`src/rtl/delta_adc_mc.sv`:
```
// Multi-channel PWM-feedback delta ADC: shared period/strobe counters, per-channel tracking
// loops and a round-robin result stream. Define DELTA_ADC_MC_AVG_EN to report 4-tick averages.
module delta_adc_mc #(
  parameter int unsigned W             = 16,
  parameter int unsigned CH            = 4,
  parameter int unsigned STROBE_CYCLES = 64,
  parameter int unsigned STEP          = 1,
  localparam int unsigned CW           = (CH > 1) ? $clog2(CH) : 1
) (
  input  logic          clk,
  input  logic          reset,
  input  logic          enable_i,
  input  logic [W-1:0]  period_i,
  input  logic [CH-1:0] comparator_i,
  output logic [CH-1:0] pwm_o,
  output logic [W-1:0]  result_data_o,
  output logic [CW-1:0] result_ch_o,
  output logic          result_valid_o,
  input  logic          result_ready_i,
  output logic [CH-1:0] overrun_o,
  input  logic          overrun_clr_i
);

  localparam int unsigned SW = $clog2(STROBE_CYCLES);

  logic [CH-1:0] sync1_q, sync2_q;
  logic [W-1:0]  cnt_q, shadow_q;
  logic [SW-1:0] strobe_q;
  logic [W-1:0]  duty_q [CH];
  logic [W-1:0]  duty_d [CH];
  logic [W-1:0]  res_q  [CH];
  logic [W-1:0]  res_d  [CH];
  logic [CH-1:0] pend_q, pend_d, pop, ovr_q, ovr_d, pwm_q, pwm_d;
  logic [W-1:0]  data_q;
  logic [CW-1:0] ch_q, ptr_q, sel, idx;
  logic          valid_q, found, pop_en, wrap, load, tick, report;

  // A shadow of 0/1 counts as a permanent wrap, so the first enabled cycle loads period_i.
  assign wrap = (shadow_q < W'(2)) || (cnt_q == shadow_q - W'(1));
  assign load = enable_i && wrap;
  assign tick = enable_i && (strobe_q == SW'(STROBE_CYCLES - 1));

`ifdef DELTA_ADC_MC_AVG_EN
  logic [1:0]   avg_q;
  logic [W+1:0] acc_q [CH];
  logic [W+1:0] acc_d [CH];
  assign report = tick && (avg_q == 2'd3);
`else
  assign report = tick;
`endif

  for (genvar c = 0; c < CH; c++) begin : gen_ch
    logic [W:0] up, nxt;
    always_comb begin
      up  = {1'b0, duty_q[c]} + (W+1)'(STEP);
      nxt = {1'b0, duty_q[c]};
      if (tick) begin
        if (sync2_q[c]) begin
          nxt = (up > {1'b0, shadow_q}) ? {1'b0, shadow_q} : up;
        end else begin
          nxt = (nxt >= (W+1)'(STEP)) ? nxt - (W+1)'(STEP) : '0;
        end
      end
      // Clamp against the period that is being loaded on this same edge.
      if (load && (nxt > {1'b0, period_i})) nxt = {1'b0, period_i};
    end
    assign duty_d[c] = nxt[W-1:0];
`ifdef DELTA_ADC_MC_AVG_EN
    logic [W+1:0] sum;
    assign sum      = acc_q[c] + {2'b00, duty_d[c]};
    assign acc_d[c] = report ? '0 : (tick ? sum : acc_q[c]);
    assign res_d[c] = report ? sum[W+1:2] : res_q[c];
`else
    assign res_d[c] = report ? duty_d[c] : res_q[c];
`endif
  end

  always_comb begin
    found = 1'b0;
    sel   = '0;
    idx   = '0;
    for (int i = 0; i < CH; i++) begin
      idx = CW'((int'(ptr_q) + i) % CH);
      if (!found && pend_q[idx]) begin
        found = 1'b1;
        sel   = idx;
      end
    end
    pop_en = !valid_q || result_ready_i;
    pop    = (pop_en && found) ? (CH'(1) << sel) : '0;
    // A tick re-arms a channel even if it is popped on the same edge.
    pend_d = (pend_q & ~pop) | {CH{report}};
    ovr_d  = (overrun_clr_i ? '0 : ovr_q) | ({CH{report}} & pend_q & ~pop);
    for (int c = 0; c < CH; c++) begin
      pwm_d[c] = enable_i && (shadow_q >= W'(2)) && (cnt_q < duty_q[c]);
    end
  end

  always_ff @(posedge clk or negedge reset) begin
    if (!reset) begin
      sync1_q  <= '0;
      sync2_q  <= '0;
      cnt_q    <= '0;
      shadow_q <= '0;
      strobe_q <= '0;
      pend_q   <= '0;
      ovr_q    <= '0;
      pwm_q    <= '0;
      data_q   <= '0;
      ch_q     <= '0;
      ptr_q    <= '0;
      valid_q  <= 1'b0;
      for (int c = 0; c < CH; c++) begin
        duty_q[c] <= '0;
        res_q[c]  <= '0;
      end
    end else begin
      sync1_q <= comparator_i;
      sync2_q <= sync1_q;
      if (enable_i) begin
        cnt_q    <= load ? '0 : cnt_q + W'(1);
        strobe_q <= tick ? '0 : strobe_q + SW'(1);
        if (load) shadow_q <= period_i;
      end
      for (int c = 0; c < CH; c++) begin
        duty_q[c] <= duty_d[c];
        res_q[c]  <= res_d[c];
      end
      pend_q <= pend_d;
      ovr_q  <= ovr_d;
      pwm_q  <= pwm_d;
      if (pop_en) begin
        if (found) begin
          valid_q <= 1'b1;
          data_q  <= res_q[sel];
          ch_q    <= sel;
          ptr_q   <= (sel == CW'(CH - 1)) ? '0 : sel + CW'(1);
        end else begin
          valid_q <= 1'b0;
        end
      end
    end
  end

`ifdef DELTA_ADC_MC_AVG_EN
  always_ff @(posedge clk or negedge reset) begin
    if (!reset) begin
      avg_q <= '0;
      for (int c = 0; c < CH; c++) acc_q[c] <= '0;
    end else begin
      if (tick) avg_q <= avg_q + 2'd1;
      for (int c = 0; c < CH; c++) acc_q[c] <= acc_d[c];
    end
  end
`endif

  assign pwm_o          = pwm_q;
  assign result_data_o  = data_q;
  assign result_ch_o    = ch_q;
  assign result_valid_o = valid_q;
  assign overrun_o      = ovr_q;

endmodule
```
`config.mk`:
```
export PLATFORM = sky130hd
export DESIGN_NAME = delta_adc_mc
export DESIGN_NICKNAME = d
export VERILOG_FILES = /design/src/rtl/delta_adc_mc.sv
export SDC_FILE = /design/constraint.sdc
export NUM_CORES = 1
export LEC_CHECK = 0
export ABC_CLOCK_PERIOD_IN_PS = 5500
export BUFFER_PORTS_ARGS = -buffer_cell sky130_fd_sc_hd__buf_2
export CAP_MARGIN = 5
export CORE_UTILIZATION = 42
export CTS_BUF_LIST = sky130_fd_sc_hd__clkbuf_2 sky130_fd_sc_hd__clkbuf_4 sky130_fd_sc_hd__clkbuf_8
export CTS_CLUSTER_SIZE = 14
export DETAILED_ROUTE_END_ITERATION = 8
export SKIP_CTS_REPAIR_TIMING = 1
export SYNTH_ARGS = -nofsm -noshare
export SYNTH_HDL_FRONTEND = slang
export SYNTH_SLANG_ARGS = --single-unit
export TNS_END_PERCENT = 50
```
`constraint.sdc`:
```
create_clock -name clk -period 5.5 [get_ports clk]
set_clock_uncertainty 0.1 [all_clocks]
set_input_delay 0.275 -clock clk [delete_from_list [all_inputs] [get_ports clk]]
set_output_delay 0.275 -clock clk [all_outputs]
set_load 0.01 [all_outputs]
```
==> flow_metrics.py <==
metrics = {
    "place": {
        "post-dp-hpwl_um": 65200,
        "dp_worst_setup_slack_ns": -0.399,
        "place.detailed.instances": 3156,
        "io_buffer_count": 51,
        "place.gp.congestion": 1.03,
    },
    "min_path": {
        "whs_path_depth": 3,
        "holdCritStartpoint": "period_i[15]",
        "hold_end": "shadow_q[15]",
        "hold_path.class": "primary input to register",
    },
    "sta": {
        "final.setup.worst_slack_ns": 0.115,
        "rsz0062_at_grt": "yes",
        "timing.final.hold_violations": 3,
        "max_freq_mhz": 186,
        "min_period_ns": 5.38,
        "final.setup.tns_ns": 0,
        "timing_worst_slew_pin_value_ns": 1.16,
        "whs_ns": -0.0368,
        "drv_slew": 0,
        "slew-limit-headroom_pct": 22.9,
        "finalSetupViolations": 0,
        "fin_crit_sh_pct": 97.9,
    },
    "worst_setup_path": {
        "cp_data_required_time_ns": 5.88,
        "r2r_setup_slack_ns": 0.12,
        "worstSetupStartpointType": "register",
        "worstRegToRegCells": 23,
        "endpoint_class_of_the_critical_path": "register",
        "classification_of_the_worst_setup_path": "register to register",
        "worstReg2RegStart": "duty_q[4]",
        "regToRegEndpoint": "res_q[12]",
        "cp_max_fo": 13,
        "timing.critical_path.arrival_ns": 5.77,
    },
    "floorplan": {
        "io-pin-count": 52,
        "initial_core_util_pct": 42.6,
        "die_outline_height_um": 211,
        "floorplan.die.width_um": 211,
        "row_count": 76,
        "core_footprint_mm2": 0.0431,
        "dieArea_mm2": 0.0445,
    },
    "synthesis": {
        "synth_largest_area_cell": "sky130_fd_sc_hd__dfrtp_1",
        "yosysWarningCount": 0,
        "netlist.area_leader.share_pct": 28.2,
        "synthesis.nets": 2544,
        "synth_top_cells_by_area": "sky130_fd_sc_hd__dfrtp_1, sky130_fd_sc_hd__ha_1, sky130_fd_sc_hd__o21ai_0, sky130_fd_sc_hd__nand2_1, sky130_fd_sc_hd__nor2_1",
        "postSynthRegisterBits": 207,
        "netlist-cell-type-count": 82,
        "ys_dominant_reg_cell": "sky130_fd_sc_hd__dfrtp_1",
        "synth_edf_count": 0,
        "syn-cell-area_mm2": 0.0183,
        "postSynth.asyncResetShare_pct": 100,
        "synth_cells": 2311,
        "yosysSeqAreaShare_pct": 28.2,
        "synth_area_per_cell_um2": 7.94,
    },
    "clock_tree": {
        "ctsRootBufferMaster": "sky130_fd_sc_hd__clkbuf_8",
        "clk_transition_reported_paths_ns": 0.06,
        "cts.sinks": 207,
        "clock_latency_ns": 0.63,
        "htree_num_levels": 2,
        "cts_tree": "done",
        "cts_made_buffers": 40,
        "clock_tree.buffer_depth": 3,
    },
    "route": {
        "route.final.wire_length_um": 88100,
        "wire_per_inst_um": 27.0,
        "remaining_drc_errors": 0,
        "via_per_inst": 6.27,
        "number_of_antenna_violating_nets_in_the_routed_design": 0,
        "dr.pass1.iters": 6,
        "detail_route.iter0.violations": 2593,
        "route.vias.total": 20500,
    },
    "layout": {
        "syn2layout_area_growth_pct": 28.7,
        "layout_common_cells": "sky130_fd_sc_hd__buf_4, sky130_fd_sc_hd__nand2_1, sky130_fd_sc_hd__dfrtp_1",
        "layout_commonest_cell": "sky130_fd_sc_hd__buf_4",
        "area.sequential_mm2": 0.00518,
        "stdcell_count": 3266,
        "fraction_of_layout_instances_using_a_drive_strength_above_1_pct": 24.9,
        "finalNetCount": 2884,
        "fillerInstances": 4174,
        "antenna_cell_count": 0,
        "multi_input_comb_area_mm2": 0.0130,
    },
    "global_routing": {
        "global_route.overflow_total": 0,
        "pin_count_of_the_biggest_net_entering_global_routing": 86,
        "grt_pass1_vias": 19300,
        "grt_pass1_wl_um": 127000,
        "groute.usage.overall_pct": 39.0,
        "number_of_antenna_violations_at_the_first_check_in_global_routing": 4,
    },
    "flow_run": {
        "max_cap_viol_count": 0,
    },
    "outcome": {
        "outcome": "finished, violations left",
        "failed_checks": "hold timing",
    },
    "power": {
        "power.ir.vdd_worst_uv": 288,
        "power-per-cell-area_mw_per_mm2": 260,
        "total_leakage_power_nw": 10.9,
    },
}
worst max-delay path: stages, from the launching register on:
cell	delay, ns
sky130_fd_sc_hd__dfrtp_1	0.43
sky130_fd_sc_hd__buf_6	0.13
sky130_fd_sc_hd__nand4_1	0.19
sky130_fd_sc_hd__nor2_4	0.16
sky130_fd_sc_hd__nand4_1	0.15
sky130_fd_sc_hd__xnor2_2	0.25
sky130_fd_sc_hd__ha_1	0.29
sky130_fd_sc_hd__and3_4	0.18
sky130_fd_sc_hd__a221o_1	0.38
sky130_fd_sc_hd__a31oi_4	0.22
sky130_fd_sc_hd__o22a_4	0.23
sky130_fd_sc_hd__buf_4	0.13
sky130_fd_sc_hd__a21oi_1	0.07
sky130_fd_sc_hd__o31ai_2	0.29
sky130_fd_sc_hd__buf_4	0.17
sky130_fd_sc_hd__ha_1	0.24
sky130_fd_sc_hd__nand3_1	0.15
sky130_fd_sc_hd__o21ai_2	0.11
sky130_fd_sc_hd__a2111oi_2	0.36
sky130_fd_sc_hd__o21ai_1	0.15
sky130_fd_sc_hd__o21a_2	0.26
sky130_fd_sc_hd__buf_12	0.16
sky130_fd_sc_hd__a21oi_1	0.30
sky130_fd_sc_hd__o21ai_0	0.15
cells in the mapped netlist, types with 9 or more instances:
cell type	count
sky130_fd_sc_hd__and4_1	14
sky130_fd_sc_hd__nor3_1	99
sky130_fd_sc_hd__or4_1	12
sky130_fd_sc_hd__nand2b_1	16
sky130_fd_sc_hd__o21ai_0	180
sky130_fd_sc_hd__a221o_1	11
sky130_fd_sc_hd__inv_1	116
sky130_fd_sc_hd__buf_2	25
sky130_fd_sc_hd__o211ai_1	25
sky130_fd_sc_hd__a21o_1	53
sky130_fd_sc_hd__nand4_1	53
sky130_fd_sc_hd__xor2_1	19
sky130_fd_sc_hd__ha_1	208
sky130_fd_sc_hd__and2_1	9
sky130_fd_sc_hd__or3_1	12
sky130_fd_sc_hd__nand3_1	108
sky130_fd_sc_hd__o22ai_1	12
sky130_fd_sc_hd__o31ai_1	58
sky130_fd_sc_hd__clkbuf_1	105
sky130_fd_sc_hd__xnor2_1	70
sky130_fd_sc_hd__nor4_1	29
sky130_fd_sc_hd__mux2_2	19
sky130_fd_sc_hd__a31oi_1	62
sky130_fd_sc_hd__dfrtp_1	207
sky130_fd_sc_hd__o311ai_0	11
sky130_fd_sc_hd__o21a_1	12
sky130_fd_sc_hd__a211oi_1	16
sky130_fd_sc_hd__a21oi_1	144
sky130_fd_sc_hd__and3_1	24
sky130_fd_sc_hd__nand2_1	236
sky130_fd_sc_hd__nor2_1	195
cell type report:
class,instances,area share [%]
Clock buffer,63,3.41
Inverter,118,1.88
Clock inverter,9,0.477
Timing Repair Buffer,439,14.3
Sequential cell,207,21.9
Tap cell,585,3.10
Multi-Input combinational cell,1845,54.9
power by group:
group / leakage, nW / switching (mW) / internal, mW
Clock: 0.483 / 0.761 / 1.03
Combinational: 7.75 / 1.47 / 0.874
Sequential: 2.63 / 0.291 / 1.71
per-stage QoR:
stage	utilization, %	cell area [µm²]	hold slack [ns]	power, mW
final	54.8	23600	-0.0368	6.13
after global placement	49.9	21500	0.233	4.16
after CTS	52.0	22400	-0.401	6.00
after detailed placement	49.9	21500	0.236	4.20
after floorplan	-	18400	-0.121	3.20
after global routing	54.8	23600	0.00311	6.45
kinds of logic (layout without fill, tap and decap cells):
family	after synthesis	in the layout	share of synthesized area, %
mux	24	24	1.45
fa+ha+maj	208	208	14.2
flops	207	207	28.2
buf+inv	259	629	5.72
xor+xnor	89	89	4.25
compound gates	685	685	24.2
simple gates	839	839	22.0
worst max-delay path by stage:
stage	start	endpoint
final	duty_q[4]	res_q[12]
after global routing	duty_q[17]	res_q[21]
after CTS	duty_q[0]	duty_q[13]
after detailed placement	duty_q[0]	duty_q[13]
after global placement	duty_q[0]	duty_q[13]
after floorplan	duty_q[48]	res_q[59]
metal layers:
metal	vias to the layer above	part of all wire, %	GRT usage [%]
met5	-	0.026	0
met4	4	6.5	21.7
met3	296	8.8	7.66
met2	1117	43	59.5
met1	9825	41	51.6
li1	9237	-	-
flip-flops by register name (all words and copies together) (netlist names), 4 cells and up:
name / cells
res_q: 64
duty_q: 64
sync2_q: 4
shadow_q: 16
sync1_q: 4
pend_q: 4
overrun_o: 4
pwm_o: 4
result_data_o: 16
strobe_q: 6
cnt_q: 16
Power figures use the tool's default switching activity.
